### config.mk
export PLATFORM = sky130hd
export DESIGN_NAME = div_sequencer
export DESIGN_NICKNAME = d
export VERILOG_FILES = /design/src/rtl/div_sequencer.sv
export SDC_FILE = /design/constraint.sdc
export NUM_CORES = 1
export LEC_CHECK = 0
export BUFFER_PORTS_ARGS = -buffer_cell sky130_fd_sc_hd__buf_2
export CAP_MARGIN = 10
export CORE_UTILIZATION = 35
export DETAILED_ROUTE_END_ITERATION = 8
export GPL_TIMING_DRIVEN = 1
export PLACE_DENSITY = 0.51
export SLEW_MARGIN = 40
export SYNTH_ARGS = -nofsm -noshare
export SYNTH_HDL_FRONTEND = slang
export SYNTH_SLANG_ARGS = --single-unit
### constraint.sdc
create_clock -name clk -period 6.9 [get_ports clk]
set_clock_uncertainty 0.2 [all_clocks]
set_input_delay 1.725 -clock clk [delete_from_list [all_inputs] [get_ports clk]]
set_output_delay 1.725 -clock clk [all_outputs]
set_load 0.02 [all_outputs]
### src/rtl/div_sequencer.sv
// div_sequencer: multi-cycle controller for MIPS DIV/DIVU.
// Runs a radix-2 restoring divider that forms one quotient bit per clock.
// While the divider is busy it holds the pipeline through stallreq.
//
// Ports:
//   clk        in   rising-edge system clock
//   rst        in   asynchronous active-high reset
//   div_start  in   divide requested by the EX instruction (level, held while stalled)
//   div_signed in   1 = DIV (signed), 0 = DIVU
//   div_annul  in   cancel: EX instruction flushed (has priority over div_start)
//   opdata1    in   dividend (rs)
//   opdata2    in   divisor (rt)
//   div_result out  {remainder -> HI, quotient -> LO}, registered
//   div_ready  out  div_result valid, registered
//   stallreq   out  combinational stall request to the stall controller
module div_sequencer #(
  parameter int WIDTH = 32
) (
  input  logic               clk,
  input  logic               rst,
  input  logic               div_start,
  input  logic               div_signed,
  input  logic               div_annul,
  input  logic [WIDTH-1:0]   opdata1,
  input  logic [WIDTH-1:0]   opdata2,
  output logic [2*WIDTH-1:0] div_result,
  output logic               div_ready,
  output logic               stallreq
);

  localparam int CW = $clog2(WIDTH) + 1;

  typedef enum logic [1:0] {
    IDLE     = 2'd0,
    DIV_ZERO = 2'd1,
    DIV_ON   = 2'd2,
    DIV_END  = 2'd3
  } state_t;

  state_t           state;
  state_t           next_state;
  logic [CW-1:0]    cnt;
  // {partial remainder (WIDTH+1), dividend shifting out / quotient shifting in (WIDTH)}
  logic [2*WIDTH:0] work;
  logic [WIDTH-1:0] divisor_abs;
  logic [WIDTH-1:0] dividend_raw;
  logic             dividend_neg;
  logic             divisor_neg;

  logic [2*WIDTH:0] shifted;
  logic [2*WIDTH:0] work_next;
  logic [WIDTH+1:0] diff;
  logic [WIDTH-1:0] q_mag;
  logic [WIDTH-1:0] r_mag;
  logic [WIDTH-1:0] q_fix;
  logic [WIDTH-1:0] r_fix;
  logic             last_iter;

  // Two's-complement magnitude when the operand is treated as signed, raw otherwise.
  function automatic logic [WIDTH-1:0] magnitude(input logic [WIDTH-1:0] v, input logic sgn);
    if (sgn && v[WIDTH-1]) begin
      magnitude = -v;
    end else begin
      magnitude = v;
    end
  endfunction

  // One restoring-division step plus the signed fix-up of the final result.
  always_comb begin
    shifted   = work << 1;
    diff      = {1'b0, shifted[2*WIDTH:WIDTH]} - {2'b00, divisor_abs};
    work_next = shifted;
    if (!diff[WIDTH+1]) begin
      work_next = {diff[WIDTH:0], shifted[WIDTH-1:1], 1'b1};
    end else begin
      work_next = shifted;
    end
    q_mag = work_next[WIDTH-1:0];
    r_mag = work_next[2*WIDTH-1:WIDTH];
    // Sign flags are only ever set for DIV, so DIVU passes straight through.
    // 0x80000000 / -1 negates 0x80000000 back to itself: the MIPS wrap behaviour.
    if (dividend_neg ^ divisor_neg) begin
      q_fix = -q_mag;
    end else begin
      q_fix = q_mag;
    end
    if (dividend_neg) begin
      r_fix = -r_mag;
    end else begin
      r_fix = r_mag;
    end
    last_iter = (cnt == CW'(WIDTH - 1));
  end

  // FSM state register.
  always_ff @(posedge clk or posedge rst) begin
    if (rst) begin
      state <= IDLE;
    end else begin
      state <= next_state;
    end
  end

  // Next-state logic and stall request. Annul masks every stall term because
  // the flushed instruction must not hold the pipeline.
  always_comb begin
    next_state = state;
    stallreq   = 1'b0;
    if (div_annul) begin
      next_state = IDLE;
      stallreq   = 1'b0;
    end else begin
      case (state)
        IDLE: begin
          if (div_start) begin
            stallreq = 1'b1;
            if (opdata2 == {WIDTH{1'b0}}) begin
              next_state = DIV_ZERO;
            end else begin
              next_state = DIV_ON;
            end
          end else begin
            next_state = IDLE;
          end
        end
        DIV_ZERO: begin
          stallreq   = 1'b1;
          next_state = DIV_END;
        end
        DIV_ON: begin
          stallreq = 1'b1;
          if (last_iter) begin
            next_state = DIV_END;
          end else begin
            next_state = DIV_ON;
          end
        end
        DIV_END: begin
          // Stall released here so EX advances and writes HI/LO this cycle.
          if (div_start) begin
            next_state = DIV_END;
          end else begin
            next_state = IDLE;
          end
        end
        default: begin
          next_state = IDLE;
        end
      endcase
    end
  end

  // Datapath: operand capture, iteration, and the held result/ready registers.
  always_ff @(posedge clk or posedge rst) begin
    if (rst) begin
      cnt          <= {CW{1'b0}};
      work         <= {(2*WIDTH+1){1'b0}};
      divisor_abs  <= {WIDTH{1'b0}};
      dividend_raw <= {WIDTH{1'b0}};
      dividend_neg <= 1'b0;
      divisor_neg  <= 1'b0;
      div_result   <= {(2*WIDTH){1'b0}};
      div_ready    <= 1'b0;
    end else if (div_annul) begin
      cnt        <= {CW{1'b0}};
      div_result <= {(2*WIDTH){1'b0}};
      div_ready  <= 1'b0;
    end else begin
      case (state)
        IDLE: begin
          div_result <= {(2*WIDTH){1'b0}};
          div_ready  <= 1'b0;
          if (div_start) begin
            // Operands are only sampled here; later changes on the bus are ignored.
            cnt          <= {CW{1'b0}};
            work         <= {{(WIDTH+1){1'b0}}, magnitude(opdata1, div_signed)};
            divisor_abs  <= magnitude(opdata2, div_signed);
            dividend_raw <= opdata1;
            dividend_neg <= div_signed & opdata1[WIDTH-1];
            divisor_neg  <= div_signed & opdata2[WIDTH-1];
          end else begin
            cnt <= {CW{1'b0}};
          end
        end
        DIV_ZERO: begin
          // Fixed architectural value, no trap and no sign fix-up.
          div_result <= {dividend_raw, {WIDTH{1'b1}}};
          div_ready  <= 1'b1;
        end
        DIV_ON: begin
          work <= work_next;
          cnt  <= cnt + {{(CW-1){1'b0}}, 1'b1};
          if (last_iter) begin
            div_result <= {r_fix, q_fix};
            div_ready  <= 1'b1;
          end else begin
            div_ready  <= 1'b0;
          end
        end
        DIV_END: begin
          if (!div_start) begin
            div_result <= {(2*WIDTH){1'b0}};
            div_ready  <= 1'b0;
          end else begin
            div_ready  <= 1'b1;
          end
        end
        default: begin
          div_result <= {(2*WIDTH){1'b0}};
          div_ready  <= 1'b0;
        end
      endcase
    end
  end

endmodule

; ---- After elaboration in Yosys (flattened, before gate mapping)
; Index checks and enable logic that the tools add are counted.
; W data, S select, Z words.
[totals]
register_bits = 203
latch_bits = 0
ram_bits = 0
romBits = 0
inputBits = 69
out_inout_bits = 66
memories = 0
[op_classes]
n_addsub = 6
mul = 0
n_div = 0
n_lt_le_gt_ge = 0
n_eq_ne = 7
n_shift = 0
n_mux = 25
bitwise_logic = 4
reduce_logical = 10
[op_table]
columns = cell, count
row1 = $mux W64, 5
row2 = $pmux W64 S4, 1
row3 = $mux W32, 4
row4 = $neg A32 Y32, 4
row5 = $pmux W64 S2, 1
row6 = $sub A33 B32 Y34, 1
row7 = $logic_not A32 Y1, 1
row8 = $pmux W6 S2, 1
row9 = $mux W2, 4
row10 = $pmux W2 S4, 1
row11 = $add A6 B1 Y6 const B, 1
row12 = $eq A6 B5 Y1 const B, 1
row13 = $mux W6, 1
row14 = $ne A3 B3 Y1 const B, 2
row15 = $reduce_and A3 Y1, 2
row16 = $mux W1, 5
row17 = $eq A2 B2 Y1 const B, 2
row18 = $pmux W1 S4, 1
row19 = $reduce_bool A3 Y1, 1
row20 = $and A1 B1 Y1, 2
row21 = $eq A2 B1 Y1 const B, 1
row22 = $logic_and A1 B1 Y1, 2
row23 = $logic_not A2 Y1, 1
row24 = $ne A2 B2 Y1 const B, 1
row25 = other kinds (6), 6

; ---- Logic depth before layout (Yosys ltp)
; Gate-level depths: netlist of the first run.
[logic_depth]
word_depth = 7
ltp_mapped = 24

; ---- Least setup slack after synthesis of the first run
; OpenSTA, ideal clock, no wires.
[synth_path]
path_kind = register -> register
start = register work[46]
end = register div_result[62]
t_arrival_ps = 5053
path_slack_ps = 1518
path_stages_with_launch = 22
n_path_buf = 5
cell_sequence = dfrtp_1 > ha_1 > clkbuf_1 > and2_1 > nand3_1 > a2111oi_4 > o311ai_4 > nand2_1 > buf_2 > buf_2 > buf_1 > clkbuf_1 > a21oi_1 > inv_1 > ha_1 > nand3_1 > or4_4 > o41a_1 > or4_4 > o21ai_1 > xor2_1 > o21ai_1
[synth_between]
elab_chain_cells = 7
[synth_lines]
columns = element, line
row1 = from (decl), 44  ; logic [2*WIDTH:0] work;
row2 = from (signal assigned), 157  ; work <= {(2*WIDTH+1){1'b0}};
row3 = from (signal assigned), 176  ; work <= {{(WIDTH+1){1'b0}}, magnitude(opdata1, div_signed)};
row4 = from (signal assigned), 191  ; work <= work_next;
row5 = $sub A33 B32 Y34, 71  ; diff = {1'b0, shifted[2*WIDTH:WIDTH]} - {2'b00, divisor_abs};
row6 = $mux W64 (*), 73  ; if (!diff[WIDTH+1]) begin
row7 = $neg A32 Y32, 88  ; r_fix = -r_mag;
row8 = $mux W32 (*), 87  ; if (dividend_neg) begin
row9 = $mux W64 (*), 193  ; if (last_iter) begin
row10 = $pmux W64 S4 (*), 169  ; case (state)
row11 = $mux W64 (*), 164  ; end else if (div_annul) begin
row12 = to (signal assigned), 166  ; div_result <= {(2*WIDTH){1'b0}};
row13 = to (signal assigned), 171  ; div_result <= {(2*WIDTH){1'b0}};
row14 = to (signal assigned), 194  ; div_result <= {r_fix, q_fix};
row15 = to (decl), 26  ; output logic [2*WIDTH-1:0] div_result,
; Every way passes the cells marked *; elsewhere a longest branch is shown, timed or not. The select of a mux whose other input is x is not followed.
; A chain may end at the register's enable or synchronous reset.

; ---- Worst setup path after layout of the first run
[layout_path]
start = register work[35]
end = register div_result[62]
; Same word-level chain as after synthesis.

==> summary.txt, run 1 <==
Run status
  • Status: complete, no violations

Setup path
  • CP Launch Type: register
  • Cell count of the worst reg-to-reg path: 15
  • CP Capture Type: register
  • Worst r2r src: work[35]$_DFFE_PP0P_
  • R2r endpoint: div_result[62]$_DFFE_PP0P_
  • Arrival @ worst endpoint: 5.59 ns
  • R2r setup slk: 1.51 ns
  • Crit-path max FO: 17
  • Worst EP required: 7.10 ns
  • Crit Path Category: register to register

Clock network
  • CTS tree: built
  • Root buf cell: clkbuf_16
  • Hold buffer count at CTS: 0
  • Clock slew at reported path FFs: 0.06 ns
  • Longest Clk Path Bufs: 3
  • Clock Latency Late Sink: 0.55 ns
  • CTS sink count: 203
  • Setup Buffers After CTS: 0
  • H-tree depth: 1
  • Post_cts resized: 0
  • CTS Buf Count: 25

Timing
  • Final setup violation count: 0
  • Fin Setup TNS: 0 ns
  • Minimum clock period: 5.389 ns
  • RSZ-0062 raised after global routing: no
  • Fin crit share: 78.10%
  • Slew @ Worst Pin: 0.7963 ns
  • Worst setup margin: 1.511 ns
  • Max Slew Vio Count: 0
  • Relative slew slack: 46.78%
  • Worst hold slack: 0.2707 ns
  • Peak Freq: 185.6 MHz
  • Final hold vios: 0

Pwr
  • Combinational cell fraction of total power: 47.9%
  • Power Density: 354.4 nW/µm²
  • Internal power: 3.115 mW
  • Lkg Pwr: 6.787 nW
  • Flop pwr share: 28.3%
  • Net Sw Frac: 43.23%
  • Peak supply drop: 0.0001787 V
  • Net Switching: 2.373 mW
  • Clk pwr share: 23.8%

Global routing
  • Global route overflow: 0
  • Vias in the first global route: 11450
  • Pin count of the biggest net entering global routing: 116
  • GRT Util Overall: 20.07%
  • Initial antenna violation count: 2
  • First-pass GRT wire length: 63340 µm

Routing
  • DRT iter0 DRCs: 750
  • Post-Route WL: 39530 µm
  • Met1 Wirelength: 18940 µm
  • Drt pass-1 iters: 5
  • Routed wl met2: 18090 µm
  • Final antenna-violating net count: 0
  • Highest Signal Layer: met4
  • DR vias: 11890
  • Metal3 WL: 1641 µm
  • Vias per inst: 5.302
  • Drt wl/cell: 17.63 µm
  • DRC viols: 0

Floorplan
  • Row count: 71
  • Die Y: 198.7 µm
  • Die ar.: 39470 µm²
  • Initial core utilization: 35.78%
  • Core ar.: 37840 µm²
  • DIE WIDTH: 198.7 µm
  • I/O pins: 135

Cells and area
  • # nets final: 1822
  • Area grow syn2layout: 14.37%
  • Area of the multi-input gates: 7904 µm²
  • Layout cells sized above 1: 14.51%
  • Reg area: 5081 µm²
  • Most common cell after layout, fill and taps aside: o21ai_0
  • Number of fill cells: 3905
  • Design area: 15480 µm²
  • Commonest cells after routing, fill and taps aside: o21ai_0 (218), nand2_1 (213), dfrtp_1 (202)

Yosys
  • Mapped cell area: 13540 µm²
  • Unique cell type count in the Yosys netlist: 77
  • Post-synthesis sequential area ratio: 37.52%
  • Ys Warns: 0
  • Avg Inst Size Synth: 8.286 µm²
  • FFs w/ async S/R, synth: 100.0%
  • Register bit total from synthesis: 203
  • Post-Synthesis Cells: 1634
  • Post-synth EDFFs: 0
  • Syn_nets: 1745
  • Main synth FF type: dfrtp_1

Hold path
  • Min-delay src: div_result[3]$_DFFE_PP0P_
  • Hold Path Class: register to register
  • Hold depth: 2
  • Worst Hold End: div_result[3]$_DFFE_PP0P_

Place
  • HPWL after DPL: 29440 µm
  • Area after DPL: 14670 µm²
  • Pre-CTS WS: 1.540 ns
  • # port buffers: 134
  • Routability congestion estimate: 0.8678

Flow run
  • Max-cap violation count: 0
[power groups by stage]
stage	Sequential, mW	Clock [mW]	Combinational (mW)
finish	1.55	1.31	2.63
detailed placement	1.57	0	2.60
floorplan	1.51	0	1.97
global route	1.58	1.39	2.91
global placement	1.56	0	2.59
CTS	1.55	1.35	2.62
[worst max-delay path: stages (launching register included)]
cell       delay [ns]
dfrtp_1          0.41
ha_1             0.44
a21o_1           0.26
a31oi_1          0.34
a2111oi_4        0.18
o311ai_4         0.51
nand2_2          0.36
o21ai_0          0.38
ha_1             0.28
nand3_1          0.09
or4_4            0.45
o41a_1           0.40
or4_4            0.54
o21ai_1          0.17
xor2_1           0.16
o21ai_1          0.07
[sequential cells by signal (all words and copies together), names as in the netlist]
name	cells
div_ready	1
dividend_neg	1
cnt	6
divisor_neg	1
state	2
work	64
div_result	64
divisor_abs	32
dividend_raw	32
[area by class of cell]
| type | count | area share, % |
|---|---|---|
| multi-input cells | 1272 | 51.04 |
| flip-flops and latches | 203 | 32.81 |
| repair buffers | 151 | 5.292 |
| clock buffers | 38 | 4.743 |
| well taps | 511 | 4.129 |
| inverters | 58 | 1.430 |
| clock inverters | 8 | 0.5333 |
| diodes | 1 | 0.01616 |
[logic make-up (layout without fill, tap and decap cells)]
family	Yosys count	count (layout)	synth area share [%]
buffers and inverters	159	255	4.519
DFF	203	203	37.52
adders and majority gates	42	42	3.937
muxes	50	50	3.983
other	0	1	0
xor gates and xnor gates	137	137	8.862
and+or+nand+nor	505	505	17.35
AOI/OAI and AO/OA	538	538	23.83
[Yosys cell counts, types with 17 or more instances]
library cell | number | area, µm²
xnor2_1 | 67 | 586.8
nor3_1 | 39 | 195.2
o21ai_0 | 218 | 1091
mux2i_1 | 19 | 190.2
nor2_1 | 110 | 412.9
clkbuf_1 | 82 | 307.8
a21oi_1 | 147 | 735.7
nand3_1 | 18 | 90.09
xor2_1 | 70 | 613.1
dfrtp_1 | 203 | 5080
o31ai_1 | 22 | 165.2
nor4_1 | 17 | 106.4
a22oi_1 | 32 | 240.2
mux2_2 | 31 | 349.1
ha_1 | 41 | 513.0
nand2_1 | 215 | 807.0
inv_1 | 57 | 214.0
[metal layers]
metal  global-route usage, %  vias up
met5                       0        -
met4                   4.786        0
met3                   2.323       54
met2                   33.00      239
met1                   28.01     5608
li1                        -     5987
[worst max path at each step]
stage	from	cells past startpoint	slack, ns	end
2_1_floorplan	work[46]$_DFFE_PP0P_	21	1.52	div_result[62]$_DFFE_PP0P_
3_3_place_gp	work[35]$_DFFE_PP0P_	15	1.63	div_result[62]$_DFFE_PP0P_
3_5_place_dp	work[35]$_DFFE_PP0P_	15	1.54	div_result[62]$_DFFE_PP0P_
4_1_cts	work[35]$_DFFE_PP0P_	15	1.53	div_result[62]$_DFFE_PP0P_
5_1_grt	work[35]$_DFFE_PP0P_	15	1.22	div_result[62]$_DFFE_PP0P_
6_report	work[35]$_DFFE_PP0P_	15	1.51	div_result[62]$_DFFE_PP0P_
[metrics by stage]
stage                     power [mW]  std cells  utilization, %
final                          5.488       2242           40.92
after global routing           5.876       2241           40.91
after CTS                      5.514       2241           40.91
after detailed placement       4.170       2195           38.75
after global placement         4.147       2193           38.65
after floorplan                3.473       1634               -
Note: power is estimated with default switching activity, not from simulation.
==> inputs of run 2 (changes only) <==
- PLACE_DENSITY: 0.51 -> 0.49
- clock period: 6.9 -> 5.4 ns (I/O delays scaled with it)
==> run 2 against run 1 <==
Hold slack got worse by 0.0021 ns. Cell area up 1.1%. Power up 30%. Utilization is 0.46 points higher. Clock power up 24%. Count of clock-buffer cells in the layout up 1. Wire length increased by 3.1%. Non-clock buffer count up 23. Cell count up 0.94%. Via count grew 0.77%. Fmax grew 6.9%. Highest routed layer unchanged.
==> summary.txt, run 2 (synthesis results as in run 1) <==
Run status
  • Status: complete, no violations (unchanged)

Timing
  • Worst hold slack: 0.2686 ns (was 0.2707 ns)
  • RSZ-0062 raised after global routing: no (unchanged)
  • Final setup violation count: 0 (unchanged)
  • Worst setup margin: 0.3601 ns (was 1.511 ns)
  • Max Slew Vio Count: 0 (unchanged)
  • Slew @ Worst Pin: 0.7601 ns (was 0.7963 ns)
  • Minimum clock period: 5.040 ns (was 5.389 ns)
  • Fin crit share: 93.33% (was 78.10%)
  • Relative slew slack: 49.20% (was 46.78%)
  • Final hold vios: 0 (unchanged)
  • Peak Freq: 198.4 MHz (was 185.6 MHz)
  • Fin Setup TNS: 0 ns (unchanged)

Cells and area
  • Number of fill cells: 3980 (was 3905)
  • Layout cells sized above 1: 15.30% (was 14.51%)
  • Largest registers: div_result x64, work x64 (unchanged)
  • N_diodes: 0 (was 1)
  • Area grow syn2layout: 15.66% (was 14.37%)
  • Final Non-Filler Cells: 2263 (was 2242)
  • Core Util, Final: 41.38% (was 40.92%)
  • Commonest cells after routing, fill and taps aside: o21ai_0 (218), nand2_1 (213), dfrtp_1 (203) (was o21ai_0 (218), nand2_1 (213), dfrtp_1 (202))
  • Most common cell after layout, fill and taps aside: o21ai_0 (unchanged)
  • Design area: 15660 µm² (was 15480 µm²)
  • # nets final: 1845 (was 1822)

Routing
  • Drt wl/cell: 18.01 µm (was 17.63 µm)
  • Drt pass-1 iters: 5 (unchanged)
  • Final antenna-violating net count: 0 (unchanged)
  • DR vias: 11980 (was 11890)
  • DRC viols: 0 (unchanged)
  • Vias per inst: 5.294 (was 5.302)
  • DRT iter0 DRCs: 613 (was 750)
  • Post-Route WL: 40750 µm (was 39530 µm)

Place
  • Pre-CTS WS: 0.3538 ns (was 1.540 ns)
  • # port buffers: 134 (unchanged)
  • Routability congestion estimate: 0.8152 (was 0.8678)
  • Placed Instances: 2218 (was 2195)
  • HPWL after DPL: 30790 µm (was 29440 µm)
  • Area after DPL: 14880 µm² (was 14670 µm²)

Setup path
  • R2r setup slk: 0.36 ns (was 1.51 ns)
  • Cell count of the worst reg-to-reg path: 15 (unchanged)
  • Crit path largest cell delay: 0.54 ns (about the same)
  • R2r endpoint: div_result[62]$_DFFE_PP0P_ (unchanged)
  • CP Capture Type: register (unchanged)
  • Worst r2r src: work[49]$_DFFE_PP0P_ (was work[35]$_DFFE_PP0P_)
  • Crit Path Category: register to register (unchanged)
  • Worst EP required: 5.59 ns (was 7.10 ns)
  • Cell chain of the critical path: ha_1, a21oi_1, o21a_1, o221ai_1, a221oi_2, nand2_2, o21ai_0, ha_1, nand3_1, or4_4, o41a_1, or4_4, o21ai_1, xor2_1, o21ai_1 (was ha_1, a21o_1, a31oi_1, a2111oi_4, o311ai_4, nand2_2, o21ai_0, ha_1, nand3_1, or4_4, o41a_1, or4_4, o21ai_1, xor2_1, o21ai_1)
  • Setup crit end: div_result[62]$_DFFE_PP0P_ (unchanged)
  • Worst Setup SP: work[49]$_DFFE_PP0P_ (was work[35]$_DFFE_PP0P_)
  • Crit-path max FO: 10 (was 17)
  • Arrival @ worst endpoint: 5.23 ns (was 5.59 ns)
  • CP Launch Type: register (unchanged)
  • Max stage delay cell, worst path: or4_4 (unchanged)

Floorplan
  • Row count: 71 (unchanged)
  • I/O pins: 135 (unchanged)
  • Die Y: 198.7 µm (unchanged)
  • Initial core utilization: 35.78% (unchanged)
  • Die ar.: 39470 µm² (unchanged)
  • DIE WIDTH: 198.7 µm (unchanged)
  • Core ar.: 37840 µm² (unchanged)

Pwr
  • Lkg Pwr: 6.896 nW (was 6.787 nW)
  • Total power: 7.114 mW (was 5.488 mW)
  • Power Density: 454.3 nW/µm² (was 354.4 nW/µm²)
  • Peak supply drop: 0.0002128 V (was 0.0001787 V)

Clock network
  • Root buf cell: clkbuf_16 (unchanged)
  • Setup Buffers After CTS: 0 (unchanged)
  • Post_cts resized: 0 (unchanged)
  • CTS tree: built (unchanged)
  • CTS Buf Count: 25 (unchanged)
  • CTS sink count: 203 (unchanged)
  • H-tree depth: 1 (unchanged)
  • Clock Latency Late Sink: 0.54 ns (was 0.55 ns)
  • Hold buffer count at CTS: 0 (unchanged)
  • Clock slew at reported path FFs: 0.06 ns (about the same)
  • Longest Clk Path Bufs: 3 (unchanged)

Global routing
  • Global route overflow: 0 (unchanged)
  • Pin count of the biggest net entering global routing: 100 (was 116)
  • First-pass GRT wire length: 65040 µm (was 63340 µm)
  • Vias in the first global route: 11490 (was 11450)
  • GRT Util Overall: 20.87% (was 20.07%)
  • Initial antenna violation count: 1 (was 2)

Flow run
  • Max-cap violation count: 0 (unchanged)

Hold path
  • Hold Path Class: register to register (unchanged)
run 2: where the power goes:
| part | leakage, nW | total (mW) | switching (mW) | internal [mW] |
|---|---|---|---|---|
| Sequential | 2.66 | 1.97 | 0.232 | 1.74 |
| Clock | 0.379 | 1.62 | 0.669 | 0.955 |
| Combinational | 3.86 | 3.52 | 2.18 | 1.34 |
run 2: layout make-up:
cell class              count  area [µm²]  area share [%]
clock buffers              39       718.2           4.586
multi-input cells        1272        7893           50.40
inverters                  58       221.5           1.414
well taps                 511       639.4           4.083
repair buffers            174        1051           6.711
clock inverters             6       57.56          0.3675
flip-flops and latches    203        5080           32.44
run 2: how the worst min path moves through the flow:
stage | slack [ns] | end | startpoint | depth (start not counted)
after global routing | 0.30 | div_result[10]$_DFFE_PP0P_ | div_result[10]$_DFFE_PP0P_ | 2
after detailed placement | 0.26 | div_result[24]$_DFFE_PP0P_ | div_result[24]$_DFFE_PP0P_ | 2
after global placement | 0.26 | div_result[10]$_DFFE_PP0P_ | div_result[10]$_DFFE_PP0P_ | 2
final | 0.27 | div_result[7]$_DFFE_PP0P_ | div_result[7]$_DFFE_PP0P_ | 2
after CTS | 0.28 | div_result[13]$_DFFE_PP0P_ | div_result[13]$_DFFE_PP0P_ | 2
after floorplan | 0.25 | divisor_abs[10]$_DFFE_PP0P_ | divisor_abs[10]$_DFFE_PP0P_ | 2
run 2: per-layer routing:
| metal | global-route usage (%) | wire, µm | vias up |
|---|---|---|---|
| met3 | 2.272 | 1554 | 48 |
| met5 | 0 | 0 | - |
| li1 | - | - | 6040 |
| met1 | 29.41 | 19920 | 5670 |
| met4 | 4.558 | 620 | 0 |
| met2 | 34.27 | 18660 | 222 |
run 2: worst max-delay path: cells and delay by family, from the launching register on:
kind | cells | cell delay [ns]
adder cells (fa/ha/maj) | 2 | 0.65
AND/OR/NAND/NOR | 4 | 1.34
flip-flops | 1 | 0.42
AO/OA/AOI/OAI | 8 | 2.12
XOR/XNOR | 1 | 0.17
